**src/rtl/float_fmt_pkg.sv**
```systemverilog
// Float format helpers shared by the operand packer and the dot-product unit.
//   LANES            lanes per packed operand vector
//   FLAG_*           bit positions inside the 3-bit {nan, inf, denorm} flag word
//   exp_w/frac_w/bias field layout for the supported element widths (32/16/8)
package float_fmt_pkg;

   localparam int LANES    = 4;
   localparam int FLAG_NAN = 2;
   localparam int FLAG_INF = 1;
   localparam int FLAG_DEN = 0;

   function automatic bit fmt_legal(int dw);
      return (dw == 32) || (dw == 16) || (dw == 8);
   endfunction

   function automatic int exp_w(int dw);
      case (dw)
         32:      return 8;
         16:      return 5;
         8:       return 3;
         default: return 1;
      endcase
   endfunction

   function automatic int frac_w(int dw);
      case (dw)
         32:      return 23;
         16:      return 10;
         8:       return 4;
         default: return 1;
      endcase
   endfunction

   function automatic int bias(int dw);
      return (1 << (exp_w(dw) - 1)) - 1;
   endfunction

endpackage

```
**src/rtl/dot_operand_packer_if.sv**
```systemverilog
// Element-stream input and packed-vector output of the operand packer.
//   master : element source / vector consumer side (drives in_*, out_ready)
//   slave  : the packer (drives in_ready, out_*)
interface dot_operand_packer_if
   import float_fmt_pkg::*;
#(
   parameter int DATA_WIDTH = 32
);
   logic                        in_valid;
   logic                        in_ready;
   logic [DATA_WIDTH-1:0]       in_a;
   logic [DATA_WIDTH-1:0]       in_b;
   logic                        in_last;
   logic                        out_valid;
   logic                        out_ready;
   logic [LANES*DATA_WIDTH-1:0] out_a;
   logic [LANES*DATA_WIDTH-1:0] out_b;
   logic [2:0]                  out_count;
   logic [2:0]                  out_flags;

   modport master (
      output in_valid, in_a, in_b, in_last, out_ready,
      input  in_ready, out_valid, out_a, out_b, out_count, out_flags
   );

   modport slave (
      input  in_valid, in_a, in_b, in_last, out_ready,
      output in_ready, out_valid, out_a, out_b, out_count, out_flags
   );
endinterface

```
**src/rtl/float_classify.sv**
```systemverilog
// Combinational special-value classifier for one element.
// Only present when SPECIAL_DETECT_EN is defined (its sole user is then the packer).
//   x_i      element bits (sign | exponent | fraction)
//   flags_o  {nan, inf, denorm}
`ifdef SPECIAL_DETECT_EN
module float_classify
   import float_fmt_pkg::*;
#(
   parameter int DATA_WIDTH = 32
) (
   input  logic [DATA_WIDTH-1:0] x_i,
   output logic [2:0]            flags_o
);
   localparam int EW = exp_w(DATA_WIDTH);
   localparam int FW = frac_w(DATA_WIDTH);

   logic [EW-1:0] exp_f;
   logic [FW-1:0] frac_f;

   assign exp_f  = x_i[DATA_WIDTH-2 -: EW];
   assign frac_f = x_i[FW-1:0];

   always_comb begin
      flags_o           = '0;
      flags_o[FLAG_NAN] = (&exp_f) && (|frac_f);
      flags_o[FLAG_INF] = (&exp_f) && !(|frac_f);
      flags_o[FLAG_DEN] = !(|exp_f) && (|frac_f);
   end
endmodule
`endif

```
**src/rtl/dot_operand_packer.sv**
```systemverilog
// Packs a serial stream of (a,b) element pairs into 4-lane operand vectors using a
// ping-pong pair of banks: one bank fills while the other is held for the consumer.
// Ports:
//   clk  rising-edge clock
//   rst  asynchronous active-high reset
//   bus  dot_operand_packer_if.slave (in_* element stream, out_* packed vectors)
// Build option: SPECIAL_DETECT_EN adds per-bank sticky {nan, inf, denorm} flags;
// without it out_flags reads 3'b000.
module dot_operand_packer
   import float_fmt_pkg::*;
#(
   parameter int DATA_WIDTH = 32
) (
   input  logic                  clk,
   input  logic                  rst,
   dot_operand_packer_if.slave   bus
);
   localparam int VW = LANES * DATA_WIDTH;

   if (!fmt_legal(DATA_WIDTH)) begin : g_bad_width
      $error("dot_operand_packer: DATA_WIDTH must be 32, 16 or 8");
   end

   logic [VW-1:0] bank_a_q [2];
   logic [VW-1:0] bank_b_q [2];
   logic [2:0]    count_q  [2];
   logic [1:0]    full_q,    full_d;
   logic          wr_bank_q, wr_bank_d;
   logic          rd_bank_q, rd_bank_d;
   logic [1:0]    lane_q,    lane_d;

   logic in_ready_w, accept, close, consume;

   // Ready depends only on registered state so no path exists from out_ready.
   assign in_ready_w = !full_q[wr_bank_q];
   assign accept     = bus.in_valid && in_ready_w;
   assign close      = accept && ((lane_q == 2'd3) || bus.in_last);
   assign consume    = full_q[rd_bank_q] && bus.out_ready;

   assign bus.in_ready  = in_ready_w;
   assign bus.out_valid = full_q[rd_bank_q];
   assign bus.out_a     = bank_a_q[rd_bank_q];
   assign bus.out_b     = bank_b_q[rd_bank_q];
   assign bus.out_count = full_q[rd_bank_q] ? count_q[rd_bank_q] : 3'd0;

`ifdef SPECIAL_DETECT_EN
   logic [2:0] flags_q [2];
   logic [2:0] cls_a, cls_b;

   float_classify #(.DATA_WIDTH(DATA_WIDTH)) u_cls_a (.x_i(bus.in_a), .flags_o(cls_a));
   float_classify #(.DATA_WIDTH(DATA_WIDTH)) u_cls_b (.x_i(bus.in_b), .flags_o(cls_b));

   assign bus.out_flags = full_q[rd_bank_q] ? flags_q[rd_bank_q] : 3'b000;
`else
   assign bus.out_flags = 3'b000;
`endif

   // A close and a consume always target different banks: a full write bank blocks
   // accepts, and an empty read bank cannot be consumed.
   always_comb begin
      full_d    = full_q;
      wr_bank_d = wr_bank_q;
      rd_bank_d = rd_bank_q;
      lane_d    = lane_q;
      if (consume) begin
         full_d[rd_bank_q] = 1'b0;
         rd_bank_d         = !rd_bank_q;
      end
      if (accept) begin
         if (close) begin
            full_d[wr_bank_q] = 1'b1;
            wr_bank_d         = !wr_bank_q;
            lane_d            = 2'd0;
         end else begin
            lane_d = lane_q + 2'd1;
         end
      end
   end

   always_ff @(posedge clk or posedge rst) begin
      if (rst) begin
         full_q    <= '0;
         wr_bank_q <= 1'b0;
         rd_bank_q <= 1'b0;
         lane_q    <= '0;
      end else begin
         full_q    <= full_d;
         wr_bank_q <= wr_bank_d;
         rd_bank_q <= rd_bank_d;
         lane_q    <= lane_d;
      end
   end

   always_ff @(posedge clk or posedge rst) begin
      if (rst) begin
         for (int b = 0; b < 2; b++) begin
            bank_a_q[b] <= '0;
            bank_b_q[b] <= '0;
            count_q[b]  <= '0;
`ifdef SPECIAL_DETECT_EN
            flags_q[b]  <= '0;
`endif
         end
      end else if (accept) begin
         for (int i = 0; i < LANES; i++) begin
            if (2'(i) == lane_q) begin
               bank_a_q[wr_bank_q][i*DATA_WIDTH +: DATA_WIDTH] <= bus.in_a;
               bank_b_q[wr_bank_q][i*DATA_WIDTH +: DATA_WIDTH] <= bus.in_b;
            end else if (close && (2'(i) > lane_q)) begin
               // Short vector: pad the unused upper lanes with +0.0.
               bank_a_q[wr_bank_q][i*DATA_WIDTH +: DATA_WIDTH] <= '0;
               bank_b_q[wr_bank_q][i*DATA_WIDTH +: DATA_WIDTH] <= '0;
            end
         end
         if (close) begin
            count_q[wr_bank_q] <= {1'b0, lane_q} + 3'd1;
         end
`ifdef SPECIAL_DETECT_EN
         // First lane restarts the sticky flags of a bank being refilled.
         flags_q[wr_bank_q] <= ((lane_q == 2'd0) ? 3'b000 : flags_q[wr_bank_q]) | cls_a | cls_b;
`endif
      end
   end
endmodule

```
**src/flat_wrapper.sv**
```systemverilog
// flat-port wrapper written by rule: the top's interface ports become plain ports
module dot_operand_packer_flat import float_fmt_pkg::*;
#(
   parameter int DATA_WIDTH = 32
)
  (clk, rst, bus_in_valid, bus_in_a, bus_in_b, bus_in_last, bus_out_ready, bus_in_ready, bus_out_valid, bus_out_a, bus_out_b, bus_out_count, bus_out_flags);
  dot_operand_packer_if #(.DATA_WIDTH(DATA_WIDTH)) bus_i ();
  input  logic clk;
  input  logic rst;
  input wire logic [$bits(bus_i.in_valid)-1:0] bus_in_valid;
  input wire logic [$bits(bus_i.in_a)-1:0] bus_in_a;
  input wire logic [$bits(bus_i.in_b)-1:0] bus_in_b;
  input wire logic [$bits(bus_i.in_last)-1:0] bus_in_last;
  input wire logic [$bits(bus_i.out_ready)-1:0] bus_out_ready;
  output wire logic [$bits(bus_i.in_ready)-1:0] bus_in_ready;
  output wire logic [$bits(bus_i.out_valid)-1:0] bus_out_valid;
  output wire logic [$bits(bus_i.out_a)-1:0] bus_out_a;
  output wire logic [$bits(bus_i.out_b)-1:0] bus_out_b;
  output wire logic [$bits(bus_i.out_count)-1:0] bus_out_count;
  output wire logic [$bits(bus_i.out_flags)-1:0] bus_out_flags;
  assign bus_i.in_valid = bus_in_valid;
  assign bus_i.in_a = bus_in_a;
  assign bus_i.in_b = bus_in_b;
  assign bus_i.in_last = bus_in_last;
  assign bus_i.out_ready = bus_out_ready;
  assign bus_in_ready = bus_i.in_ready;
  assign bus_out_valid = bus_i.out_valid;
  assign bus_out_a = bus_i.out_a;
  assign bus_out_b = bus_i.out_b;
  assign bus_out_count = bus_i.out_count;
  assign bus_out_flags = bus_i.out_flags;
  dot_operand_packer #(.DATA_WIDTH(DATA_WIDTH)) u_core (.clk(clk), .rst(rst), .bus(bus_i));
endmodule
```
**config.mk**
```make
export PLATFORM = sky130hd
export DESIGN_NAME = dot_operand_packer_flat
export DESIGN_NICKNAME = d
export VERILOG_FILES = /design/src/rtl/float_fmt_pkg.sv /design/src/rtl/dot_operand_packer_if.sv /design/src/rtl/float_classify.sv /design/src/rtl/dot_operand_packer.sv /design/src/flat_wrapper.sv
export SDC_FILE = /design/constraint.sdc
export NUM_CORES = 1
export LEC_CHECK = 0
export ABC_AREA = 1
export CORE_ASPECT_RATIO = 1.5
export CORE_UTILIZATION = 50
export CTS_BUF_LIST = sky130_fd_sc_hd__clkbuf_8
export CTS_CLUSTER_SIZE = 16
export DETAILED_ROUTE_END_ITERATION = 16
export PLACE_DENSITY_LB_ADDON = 0.2
export SLEW_MARGIN = 30
export SYNTH_ARGS = -nofsm -noshare
export SYNTH_HDL_FRONTEND = slang
export SYNTH_SLANG_ARGS = --single-unit
```
**constraint.sdc**
```tcl
create_clock -name clk -period 28.7 [get_ports clk]
set_input_delay 2.87 -clock clk [delete_from_list [all_inputs] [get_ports clk]]
set_output_delay 2.87 -clock clk [all_outputs]
set_load 0.05 [all_outputs]
```
; Word-level counts from Yosys, hierarchy flattened
; Cells that the tools add are included.
[totals]
in_bits = 69
ff_bits = 524
wordCells = 119
[classes]
muxes = 71
magnitude_cmp = 11
n_eq_ne = 4
add_sub_neg = 2
n_reduce_logical = 16
bitwise = 5
[ops]
columns = operator, count
row1 = $mux 256, 22
row2 = $bwmux 256, 16
row3 = $mux 128, 7
row4 = $demux 128 s1, 4
row5 = $mux 96, 1
row6 = $mux 64, 1
row7 = $mux 32, 1
row8 = $mux 3, 5
row9 = $logic_and 1x1->1, 10
row10 = $mux 2, 4
row11 = $bwmux 6, 1
row12 = $mux 1, 6
row13 = $eq 2x2->1 const A, 2
row14 = $ge 2x2->1 const B, 2
row15 = $gt 1x2->1 const A, 2
row16 = $gt 2x2->1 const A, 2
row17 = $lt 1x2->1 const B, 2
row18 = $not 1->2, 2
row19 = $add 2x1->3 const B, 1
row20 = $demux 3 s1, 1
row21 = $logic_not 1->1, 3
row22 = $add 2x1->2 const B, 1
row23 = $and 2x2->2, 1
row24 = $demux 1 s1, 2
row25 = 9 further kinds, 10

; Depth between registers and ports, before layout
; Gate-level depths: netlist of the first run.
[depth]
depth_word = 20
depth_mapped = 11
depth_no_buf = 8

; Worst setup path after synthesis of the first run
; Ideal clock, no wire load.
[synth_path]
path_type = reg2out
startpoint = register u_core.rd_bank_q
endpoint = output bus_out_a[4]
setup_slack_ns = 24.086
arrival_time_ns = 1.744
stages_incl_launch_ff = 4
path_buffers = 1
path_cell_list = dfrtp_1 inv_2 clkbuf_1 o21ai_0
[synth_between]
elab_chain_cells = 4
[synth_lines]
columns = item, line
row1 = from (decl), dot_operand_packer.sv:29  ; logic rd_bank_q, rd_bank_d;
row2 = from (signal assigned), dot_operand_packer.sv:89  ; rd_bank_q <= rd_bank_d;
row3 = $not 1->2 (not written as such), dot_operand_packer.sv:42  ; assign bus.out_a = bank_a_q[rd_bank_q];
row4 = $mux 128 (not written as such) (3 in a row), dot_operand_packer.sv:42
row5 = to (decl), flat_wrapper.sv:17  ; output wire logic [$bits(bus_i.out_a)-1:0] bus_out_a;
; Every way passes these cells. The select of a mux whose other input is x is not followed.

; Final worst setup path of the first run
[layout_path]
startpoint = register u_core.rd_bank_q
endpoint = output bus_out_b[82]
[layout_between]
elab_chain_cells = 4
[layout_lines]
columns = item, line
row1 = $not 1->2 (not written as such), dot_operand_packer.sv:43  ; assign bus.out_b = bank_b_q[rd_bank_q];
row2 = $mux 128 (not written as such) (3 in a row), dot_operand_packer.sv:43
row3 = to (decl), flat_wrapper.sv:18  ; output wire logic [$bits(bus_i.out_b)-1:0] bus_out_b;
; Every way passes these cells. The select of a mux whose other input is x is not followed.

==> summary.md, run 1 <==
| Metric | Value |
|---|---|
| GRT busiest layer | `met2` |
| Setup violators final | `0` |
| Final non-filler cell total | `3,945` |
| Drt drc | `0` |
| Multiplexer share of the synthesized area | `0%` |
| Synth Cell Area | `0.02390 mm2` |
| Crit-path slowest cell | `dfrtp_4` |
| Worst Slack Setup Final | `21.54 ns` |
| Biggest cell delay along the critical path | `0.99 ns` |
| Setup Fix Bufs, Post-CTS | `0` |
| Req. time, crit path | `25.83 ns` |
| Final instance area | `0.02907 mm2` |
| Slew @ Worst Pin | `0.9436 ns` |
| DRT iter0 DRCs | `2,098` |
| Fin crit share | `24.96%` |
| Largest net degree at the start of global routing | `171` |
| Final hold vios | `0` |
| Hold Path Class | `reg2reg` |
| Seq/Total Area, Yosys | `54.86%` |
| Leak Pwr | `15.28 nW` |
| Final wirelength | `75.38 mm` |
| Critical path data arrival time | `4.29 ns` |
| H-tree depth | `3` |
| Largest family of logic cells by synthesized area | `simple AND/OR/NAND/NOR gates` |
| Initial antenna violation count | `1` |
| M2 GR Usage | `53.00%` |
| Synth Area in Adders | `0.2094%` |
| Die Ht | `269.8 um` |
| Synth warn | `0` |
| CTS root buf | `clkbuf_8` |
| Worst skew pair latency | `0.64 ns` |
| Vias in the first global route | `21,010` |
| Post-synthesis xor/xnor area fraction | `0.03664%` |
| CTS Sinks | `524` |
| Dpl cell area | `0.02729 mm2` |
| WHS | `0.4714 ns` |
| Worst Skew | `0.02564 ns` |
| Max Slew Vio Count | `0` |
| Pwr per Cell Area | `138.0 mW/mm2` |
| Unrepaired setup endpoints after global routing | `no` |
| Total power | `4.012 mW` |
| Rel. slew slack | `37.09%` |
| Area growth syn-to-layout | `21.60%` |
| Aggregate global-route resource usage | `31.10%` |
| Initial core utilization | `50.89%` |
| Most frequent cells in the layout | `nand2_1, dfrtp_1, clkdlybuf4s50_1` |
| Final min period | `7.164 ns` |
| Core area | `0.04697 mm2` |
| Worst setup EP type | `output port` |
| Hold Buf Count CTS | `0` |
| Top-area cell type share of the netlist area | `54.86%` |
| Total congestion overflow | `0` |
| #FFs+latches synth | `524` |
| Main area contributors after synthesis | `dfrtp_1, nand2_1, o21ai_2, o21ai_0, nand3_1` |
| Global-route wire length before repair | `117.6 mm` |
| WS Path Type | `reg2out` |
| Wirelength per Cell | `19.11 um` |
| GPL Wtd Cong | `0.8757` |
| Max frequency | `0.1396 GHz` |
| Nets | `3,363` |
| Status | `completed` |
| Worst slack at placement | `22.14 ns` |
| Cts bufs inserted | `81` |
| Post-DP HPWL | `46.86 mm` |
| Layout fillers | `4,074` |
| Clock buffer depth | `3` |
| Crit path buffers/inverters | `4` |
| Worst Setup Start Kind | `flop` |
| Reg clk slew, reported paths | `0.06 ns` |
| Synth Area in Compound Gates | `7.239%` |
| Post-Syn Instances | `3,062` |
| CTS tree | `done` |
| PortBufs | `329` |
| Crit-path max FO | `165` |
| Kind of cell adding the most delay to the critical path | `buffers and inverters` |
| Fraction of layout cells with a size suffix above 1 | `8.000%` |
| Critical-path cell list | `clkinv_8, buf_4, buf_16, nand2_1, nand2_1, clkdlybuf4s50_1` |
| CTS resizes | `0` |
| Ports | `333` |
| Util after Layout | `61.89%` |
| Critical path's most frequent cell | `nand2_1` |
| Global routing usage on met1 | `36.74%` |
| Antenna Nets Post-Route | `0` |
| # rows | `97` |
| DIE AREA | `0.04870 mm2` |
| Met3 Use GR | `4.423%` |
| Setup TNS | `0 ns` |
| Post-synthesis area per instance | `7.806 um2` |
| Placed cell count | `3,798` |
| Yosys cell types | `24` |
| Most common cell after layout, fill and taps aside | `nand2_1` |
| Via count | `21,450` |
| Max cap viols | `0` |
| VDD IR max | `0.09828 mV` |
| Pre-Repair DR Iteration Count | `6` |
| Die width | `180.5 um` |
| Post-Synth Simple-Gate Area | `32.23%` |
| Synth area leader | `dfrtp_1` |
| Vias per cell | `5.438` |
==> final cells by class <==
type	count	area, um2	area share (%)
Clock buffer	105	1445	4.972
Tap cell	594	743.2	2.557
Antenna cell	1	2.502	0.008609
Inverter	89	359.1	1.235
Multi-Input combinational cell	2241	9609	33.06
Sequential cell	524	13120	45.13
Clock inverter	38	225.2	0.7748
Timing Repair Buffer	353	3565	12.26
==> cell usage after synthesis <==
library cell	n
a21oi_1	1
nor2_2	1
buf_2	65
ha_1	4
o21ai_2	99
xor2_1	1
o21ai_0	168
nor3_1	128
buf_1	22
buf_6	10
nand3_2	1
inv_1	85
a21boi_0	1
inv_2	4
o21ai_1	2
clkbuf_1	109
nand4_1	2
dfrtp_1	524
nand2_1	1697
nand3_1	130
nor2_1	2
conb_1	1
nand2_2	1
buf_4	4
==> worst register-to-register path, stage by stage, from the launching register on <==
cell and delay, ns:
dfrtp_2 0.78, buf_4 0.65, inv_2 0.08, buf_4 0.41, nand3_4 0.44, inv_1 0.20
nand2_4 0.09, buf_6 0.64, o21ai_0 0.28
==> report_power, final <==
| group | switching [mW] | internal, mW | leakage [nW] | total (mW) |
|---|---|---|---|---|
| logic | 1.50 | 0.600 | 7.38 | 2.10 |
| clock network | 0.293 | 0.346 | 0.948 | 0.639 |
| registers | 0.219 | 1.05 | 6.95 | 1.27 |
| total | 2.01 | 2.00 | 15.3 | 4.01 |
==> registers in the layout, indices dropped and copies added, names as in the netlist <==
name,cells
u_core.bank_b_q,256
u_core.full_q,2
u_core.rd_bank_q,1
u_core.count_q,6
u_core.bank_a_q,256
u_core.lane_q,2
u_core.wr_bank_q,1
==> path summary, 6_finish.rpt <==
path / startpoint / to / slack, ns / cells after the start
setup / recovery: u_core.rd_bank_q / bus_out_b[82] / 21.54 / 6
hold / removal: u_core.bank_b_q[46] / u_core.bank_b_q[46] / 0.47 / 2
setup reg to reg: u_core.wr_bank_q / u_core.bank_b_q[136] / 24.96 / 8
hold reg to reg: u_core.bank_b_q[46] / u_core.bank_b_q[46] / 0.47 / 2
max in group asynchronous: rst / u_core.bank_b_q[58] / 24.53 / 4
min in group asynchronous: rst / u_core.bank_a_q[147] / 2.73 / 2
==> per-layer routing <==
metal  wire length [um]  share of wire, %  up-vias
li1                   -                 -    10010
met1              27800                37    10300
met2              37960                50      954
met3               4751               6.3      194
met4               4867               6.5        0
met5                  0                 0        -
==> kinds of logic after synthesis <==
logic type                 Yosys count
DFF                                524
other                                1
adders and majority gates            4
AOI/OAI and AO/OA                  271
and+or+nand+nor                   1962
buffers and inverters              299
xor gates and xnor gates             1
Note: power is estimated with default switching activity, not from simulation.
==> run 2: changes to the inputs <==
==> constraint.sdc (replaced) <==
create_clock -name clk -period 6.1 [get_ports clk]
set_input_delay 0.61 -clock clk [delete_from_list [all_inputs] [get_ports clk]]
set_output_delay 0.61 -clock clk [all_outputs]
set_load 0.05 [all_outputs]
==> run 2 against run 1 <==
Against the previous run:
- first-iteration DRC count shrank 2.1%
- largest cell class unchanged
- register-to-register slack worse by 23 ns
- critical path depth is 1 lower
- routed wire length up 1.6%
- die area did not move
- highest routed layer unchanged
==> summary.md, run 2 (same netlist as run 1, synthesis figures left out) <==
| Metric | Value |
|---|---|
| Slew @ Worst Pin | `0.9993 ns (+0.05571 ns)` |
| Antenna Nets Post-Route | `0 (unchanged)` |
| CTS tree | `done` |
| Clock buffer depth | `3 (unchanged)` |
| Most common cell after layout, fill and taps aside | `nand2_1` |
| Worst Skew | `0.02155 ns (-0.004095 ns)` |
| Crit-path max FO | `80 (-52%)` |
| Most frequent cells in the layout | `nand2_1, dfrtp_1, clkdlybuf4s50_1` |
| WS Path Type | `reg2out` |
| Vias per cell | `5.479 (+0.75%)` |
| VDD IR max | `0.4559 mV (+360%)` |
| Largest net degree at the start of global routing | `178 (+4.1%)` |
| Max cap viols | `0 (unchanged)` |
| CTS resizes | `0 (unchanged)` |
| Total congestion overflow | `0 (unchanged)` |
| Aggregate global-route resource usage | `31.74% (+0.65 points)` |
| GPL Wtd Cong | `0.8567 (-2.2%)` |
| Hold Path Class | `in2async` |
| Die Ht | `269.8 um (unchanged)` |
| WHS | `0.4543 ns (-0.01719 ns)` |
| Final instance area | `0.02893 mm2 (-0.46%)` |
| Leak Pwr | `15.27 nW (about the same)` |
| Sequential share of power | `31.3% (-0.4 points)` |
| Logic gate share of total power | `53.7% (+1.3 points)` |
| Sw Ratio | `50.62% (+0.44 points)` |
| DIE AREA | `0.04870 mm2 (unchanged)` |
| Vias in the first global route | `21,100 (+0.43%)` |
| Initial antenna violation count | `1 (unchanged)` |
| Setup violators final | `0 (unchanged)` |
| Drt drc | `0 (unchanged)` |
| Nets | `3,367 (+0.12%)` |
| Final hold vios | `0 (unchanged)` |
| Worst Setup Start Kind | `flop` |
| PortBufs | `329 (unchanged)` |
| Setup Fix Bufs, Post-CTS | `0 (unchanged)` |
| Worst skew pair latency | `0.63 ns (about the same)` |
| Post-DP HPWL | `48.18 mm (+2.8%)` |
| H-tree depth | `3 (unchanged)` |
| Pwr per Cell Area | `647.4 mW/mm2 (+370%)` |
| Reg clk slew, reported paths | `0.06 ns (about the same)` |
| Via count | `21,600 (+0.69%)` |
| Clock power share | `15.0% (-0.9 points)` |
| Pre-Repair DR Iteration Count | `8 (+2)` |
| Fin crit share | `74.28%` |
| Hold Buf Count CTS | `0 (unchanged)` |
| Die width | `180.5 um (unchanged)` |
| Worst setup EP type | `output port` |
| Unrepaired setup endpoints after global routing | `no` |
| DRT iter0 DRCs | `2,053 (-2.1%)` |
| Ports | `333 (unchanged)` |
| Status | `completed` |
| Layout fillers | `4,161 (+2.1%)` |
| Req. time, crit path | `5.49 ns (-20.34 ns)` |
| Area growth syn-to-layout | `21.04%` |
| Wirelength per Cell | `19.42 um (+1.7%)` |
| Rel. slew slack | `33.38% (-3.7 points)` |
| Initial core utilization | `50.89% (unchanged)` |
| Top Registers | `u_core.bank_a_q x256, u_core.bank_b_q x256, u_core.count_q x6` |
| Final wirelength | `76.58 mm (+1.6%)` |
| Fraction of layout cells with a size suffix above 1 | `7.736% (-0.26 points)` |
| Max frequency | `0.2207 GHz` |
| Final min period | `4.531 ns` |
| Cts bufs inserted | `82 (+1.2%)` |
| CTS Sinks | `524 (unchanged)` |
| Core area | `0.04697 mm2 (unchanged)` |
| # rows | `97 (unchanged)` |
| Dpl cell area | `0.02739 mm2 (+0.35%)` |
| Psw | `9.481 mW (+370%)` |
| CTS root buf | `clkbuf_8` |
| Max Slew Vio Count | `0 (unchanged)` |
| Internal power | `9.250 mW (+360%)` |
| Global-route wire length before repair | `119.4 mm (+1.5%)` |
| Critical path data arrival time | `3.92 ns (-0.37 ns)` |
run 2: per-layer routing:
layer | part of all wire [%] | global-route usage (%)
met5 | 0 | 0
met4 | 8.5 | 25.39
met3 | 6.9 | 4.666
met2 | 48 | 51.99
met1 | 36 | 37.38
run 2: power by group through the flow:
stage,clock network (mW),logic [mW],registers (mW)
3_3_place_gp,0,9.88,5.80
2_1_floorplan,0,6.92,5.59
5_1_grt,3.03,10.7,6.00
6_report,2.81,10.1,5.86
3_5_place_dp,0,10.0,5.87
4_1_cts,2.86,10.1,5.83
run 2: through the flow:
step | TNS, ns | utilization (%) | std cells | power [mW] | worst slack (ns)
6_report | 0 | 61.60 | 3943 | 18.73 | 1.569
2_1_floorplan | -854.21 | - | 3064 | 12.51 | -1.630
4_1_cts | 0 | 61.58 | 3942 | 18.75 | 1.567
3_3_place_gp | 0 | 58.20 | 3803 | 15.68 | 2.260
5_1_grt | 0 | 61.60 | 3943 | 19.73 | 1.372
3_5_place_dp | 0 | 58.31 | 3804 | 15.90 | 2.167
run 2: worst paths after layout:
kind	from	to	slack, ns	depth (start not counted)
setup / recovery	u_core.rd_bank_q	bus_out_b[59]	1.57	5
hold / removal	rst	u_core.bank_a_q[115]	0.45	2
setup reg to reg	u_core.wr_bank_q	u_core.bank_b_q[29]	2.39	9
hold reg to reg	u_core.bank_a_q[211]	u_core.bank_a_q[211]	0.47	2
max in group asynchronous	rst	u_core.bank_a_q[77]	4.37	3
min in group clk	u_core.bank_a_q[211]	u_core.bank_a_q[211]	0.47	2
run 2: layout make-up:
cell class	count	area (um2)	area share, %
Inverter	89	350.3	1.211
Tap cell	594	743.2	2.569
Sequential cell	524	13120	45.34
Timing Repair Buffer	356	3581	12.38
Antenna cell	1	2.502	0.008649
Clock inverter	38	158.9	0.5492
Clock buffer	100	1376	4.757
Multi-Input combinational cell	2241	9602	33.19
run 2: critical path: stages, from the launching register on:
cell and delay [ns]:
dfrtp_4 0.76, buf_4 0.62, buf_4 0.75, nand2_1 0.10, nand2_1 0.14, clkdlybuf4s50_1 0.81
==> run 3: changes to the inputs <==
==> constraint.sdc (replaced) <==
create_clock -name clk -period 4.1 [get_ports clk]
set_input_delay 0.41 -clock clk [delete_from_list [all_inputs] [get_ports clk]]
set_output_delay 0.41 -clock clk [all_outputs]
set_load 0.05 [all_outputs]
==> run 3 against run 2 <==
Against the previous run:
- flip-flop and latch count unchanged
- first-iteration DRC count down 1.5%
- setup slack worse by 1.1 ns
- clock skew down 0.0090 ns
- global-route usage down 0.72 points
- total power up 49%
- non-clock buffer count up 12
- worst hold slack worse by 0.27 ns
- sequential power up 47%
- critical endpoint is now bus_out_a[71]
==> summary.md, run 3 (same netlist as run 1, synthesis figures left out) <==
| Metric | Value |
|---|---|
| Status | `completed` |
| Max cap viols | `0 (unchanged)` |
| Antenna Nets Post-Route | `0 (unchanged)` |
| # rows | `97 (unchanged)` |
| Worst setup EP type | `output port` |
| Aggregate global-route resource usage | `31.03% (-0.72 points)` |
| Fraction of layout cells with a size suffix above 1 | `8.568% (+0.83 points)` |
| Crit path buffers/inverters | `3 (unchanged)` |
| Final min period | `3.605 ns` |
| Area growth syn-to-layout | `21.90%` |
| Fin crit share | `87.92%` |
| WS Path Type | `reg2out` |
| H-tree depth | `3 (unchanged)` |
| Worst Slack Setup Final | `0.4952 ns (-1.074 ns)` |
| Hold Buf Count CTS | `0 (unchanged)` |
| Unrepaired setup endpoints after global routing | `no` |
| Top Registers | `u_core.bank_a_q x256, u_core.bank_b_q x256, u_core.count_q x6` |
| Biggest cell delay along the critical path | `0.80 ns (about the same)` |
| CTS root buf | `clkbuf_8` |
| Die Ht | `269.8 um (unchanged)` |
| Register area | `0.01312 mm2 (unchanged)` |
| Multi-input logic area | `0.009618 mm2 (+0.17%)` |
| Max Slew Vio Count | `0 (unchanged)` |
| Worst Skew | `0.01259 ns (-0.008955 ns)` |
| Final wirelength | `75.02 mm (-2.0%)` |
| Layout fillers | `4,151 (-0.24%)` |
| Post-DP HPWL | `47.19 mm (-2.1%)` |
| Ports | `333 (unchanged)` |
| Reg clk slew, reported paths | `0.06 ns (about the same)` |
| Total congestion overflow | `0 (unchanged)` |
| CP startpoint | `u_core.rd_bank_q` |
| Worst slack at placement | `0.9481 ns (-1.219 ns)` |
| Critical path data arrival time | `3.19 ns (-0.73 ns)` |
| Vias per cell | `5.425 (-0.98%)` |
| WHS | `0.1844 ns (-0.2699 ns)` |
| CTS Sinks | `524 (unchanged)` |
| Die width | `180.5 um (unchanged)` |
| CTS resizes | `0 (unchanged)` |
| Vias in the first global route | `20,860 (-1.1%)` |
| Initial core utilization | `50.89% (unchanged)` |
| Worst skew pair latency | `0.63 ns (about the same)` |
| CP endpoint | `bus_out_a[71]` |
| Req. time, crit path | `3.69 ns (-1.80 ns)` |
| Pre-Repair DR Iteration Count | `5 (-3)` |
| Final hold vios | `0 (unchanged)` |
| Rel. slew slack | `35.65% (+2.3 points)` |
| Cts bufs inserted | `82 (unchanged)` |
| Max frequency | `0.2774 GHz` |
| Total power | `28.00 mW (+49%)` |
| GPL Wtd Cong | `0.8663 (+1.1%)` |
| FF-to-FF End | `u_core.bank_b_q[223]` |
| Drt drc | `0 (unchanged)` |
| Global-route wire length before repair | `117.5 mm (-1.6%)` |
| Nets | `3,379 (+0.36%)` |
| Setup Fix Bufs, Post-CTS | `0 (unchanged)` |
| Critical Path Stages | `5 (unchanged)` |
| Hold Path Class | `in2async` |
| DRT iter0 DRCs | `2,023 (-1.5%)` |
| Crit-path max FO | `108 (+35%)` |
| Most frequent cells in the layout | `nand2_1, dfrtp_1, clkdlybuf4s50_1` |
| R2R setup slack | `0.87 ns (-1.52 ns)` |
| Critical path's most frequent cell | `nand2_1` |
| Wirelength per Cell | `18.91 um (-2.7%)` |
| Core area | `0.04697 mm2 (unchanged)` |
| CTS tree | `done` |
| Worst Setup Start Kind | `flop` |
| Clock buffer depth | `3 (unchanged)` |
| Setup violators final | `0 (unchanged)` |
| Critical-path cell list | `inv_8, buf_4, nand2_1, nand2_1, clkdlybuf4s50_1` |
| Via count | `21,530 (-0.35%)` |
| Crit-path slowest cell | `clkdlybuf4s50_1` |
| Leak Pwr | `15.39 nW (+0.76%)` |
| VDD IR max | `0.6416 mV (+41%)` |
| Worst reg2reg path depth | `9 (unchanged)` |
| Initial antenna violation count | `1 (unchanged)` |
| Slew @ Worst Pin | `0.9653 ns (-0.03399 ns)` |
| Pwr per Cell Area | `960.9 mW/mm2 (+48%)` |
| Crit Reg-Reg Startpoint | `u_core.lane_q[0]` |
| Most common cell after layout, fill and taps aside | `nand2_1` |
| Largest net degree at the start of global routing | `148 (-17%)` |
| Kind of cell adding the most delay to the critical path | `buffers and inverters` |
| PortBufs | `329 (unchanged)` |
| DIE AREA | `0.04870 mm2 (unchanged)` |
## run 3: cell count changes in the layout (fill, tap and decap cells not counted), moves of 3 or more
cell and delta:
inv_1 +5, buf_6 -4, clkbuf_8 +5, clkdlybuf4s50_1 -10, buf_4 +22, nand2_8 +3, clkinv_2 +4, buf_12 +5
nand2_4 -5
## run 3: how the worst min path moves through the flow
stage	from	endpoint	slack (ns)	cells past startpoint
2_1_floorplan	u_core.bank_a_q[32]	u_core.bank_a_q[32]	0.44	2
5_1_grt	rst	u_core.bank_a_q[57]	0.20	2
4_1_cts	rst	u_core.bank_a_q[18]	0.17	2
3_3_place_gp	u_core.bank_b_q[34]	u_core.bank_b_q[34]	0.45	2
3_5_place_dp	u_core.bank_a_q[75]	u_core.bank_a_q[75]	0.46	2
6_report	rst	u_core.bank_a_q[19]	0.18	2
## run 3: layout make-up
class / instances / share of cell area (%)
clock buffers: 105 / 4.960
inverters: 89 / 1.185
well taps: 594 / 2.551
clock inverters: 46 / 0.6570
flip-flops and latches: 524 / 45.02
repair buffers: 368 / 12.61
diodes: 1 / 0.008588
multi-input cells: 2241 / 33.01
## run 3: report_power, final
| group | switching, mW | total (mW) | leakage, nW | internal, mW |
|---|---|---|---|---|
| registers | 1.24 | 8.62 | 6.95 | 7.38 |
| clock network | 2.05 | 4.35 | 0.984 | 2.30 |
| logic | 10.8 | 15.0 | 7.46 | 4.23 |
## run 3: worst register-to-register path, cell delays in order, from the launching register on
cell and delay (ns):
dfrtp_1 0.47, ha_1 0.47, inv_1 0.12, nand2_1 0.16, nand4_1 0.17, nand2_4 0.26, buf_4 0.61, buf_4 0.62
nand3_1 0.19, nand2_1 0.11
## run 3: per-layer routing
layer / vias up / wire length, um / track usage, %
met5: - / 0 / 0
met1: 10360 / 27710 / 36.47
met4: 0 / 5654 / 22.40
met2: 899 / 36930 / 51.65
met3: 202 / 4722 / 5.016
li1: 10070 / - / -
## run 3: stage by stage
step	utilization (%)	area, um2	instances	TNS, ns
3_5_place_dp	58.54	27500	3816	0
3_3_place_gp	58.45	27450	3815	0
2_1_floorplan	-	23910	3064	-1797.41
6_report	62.03	29140	3968	0
4_1_cts	62.03	29130	3967	0
5_1_grt	62.03	29140	3968	0
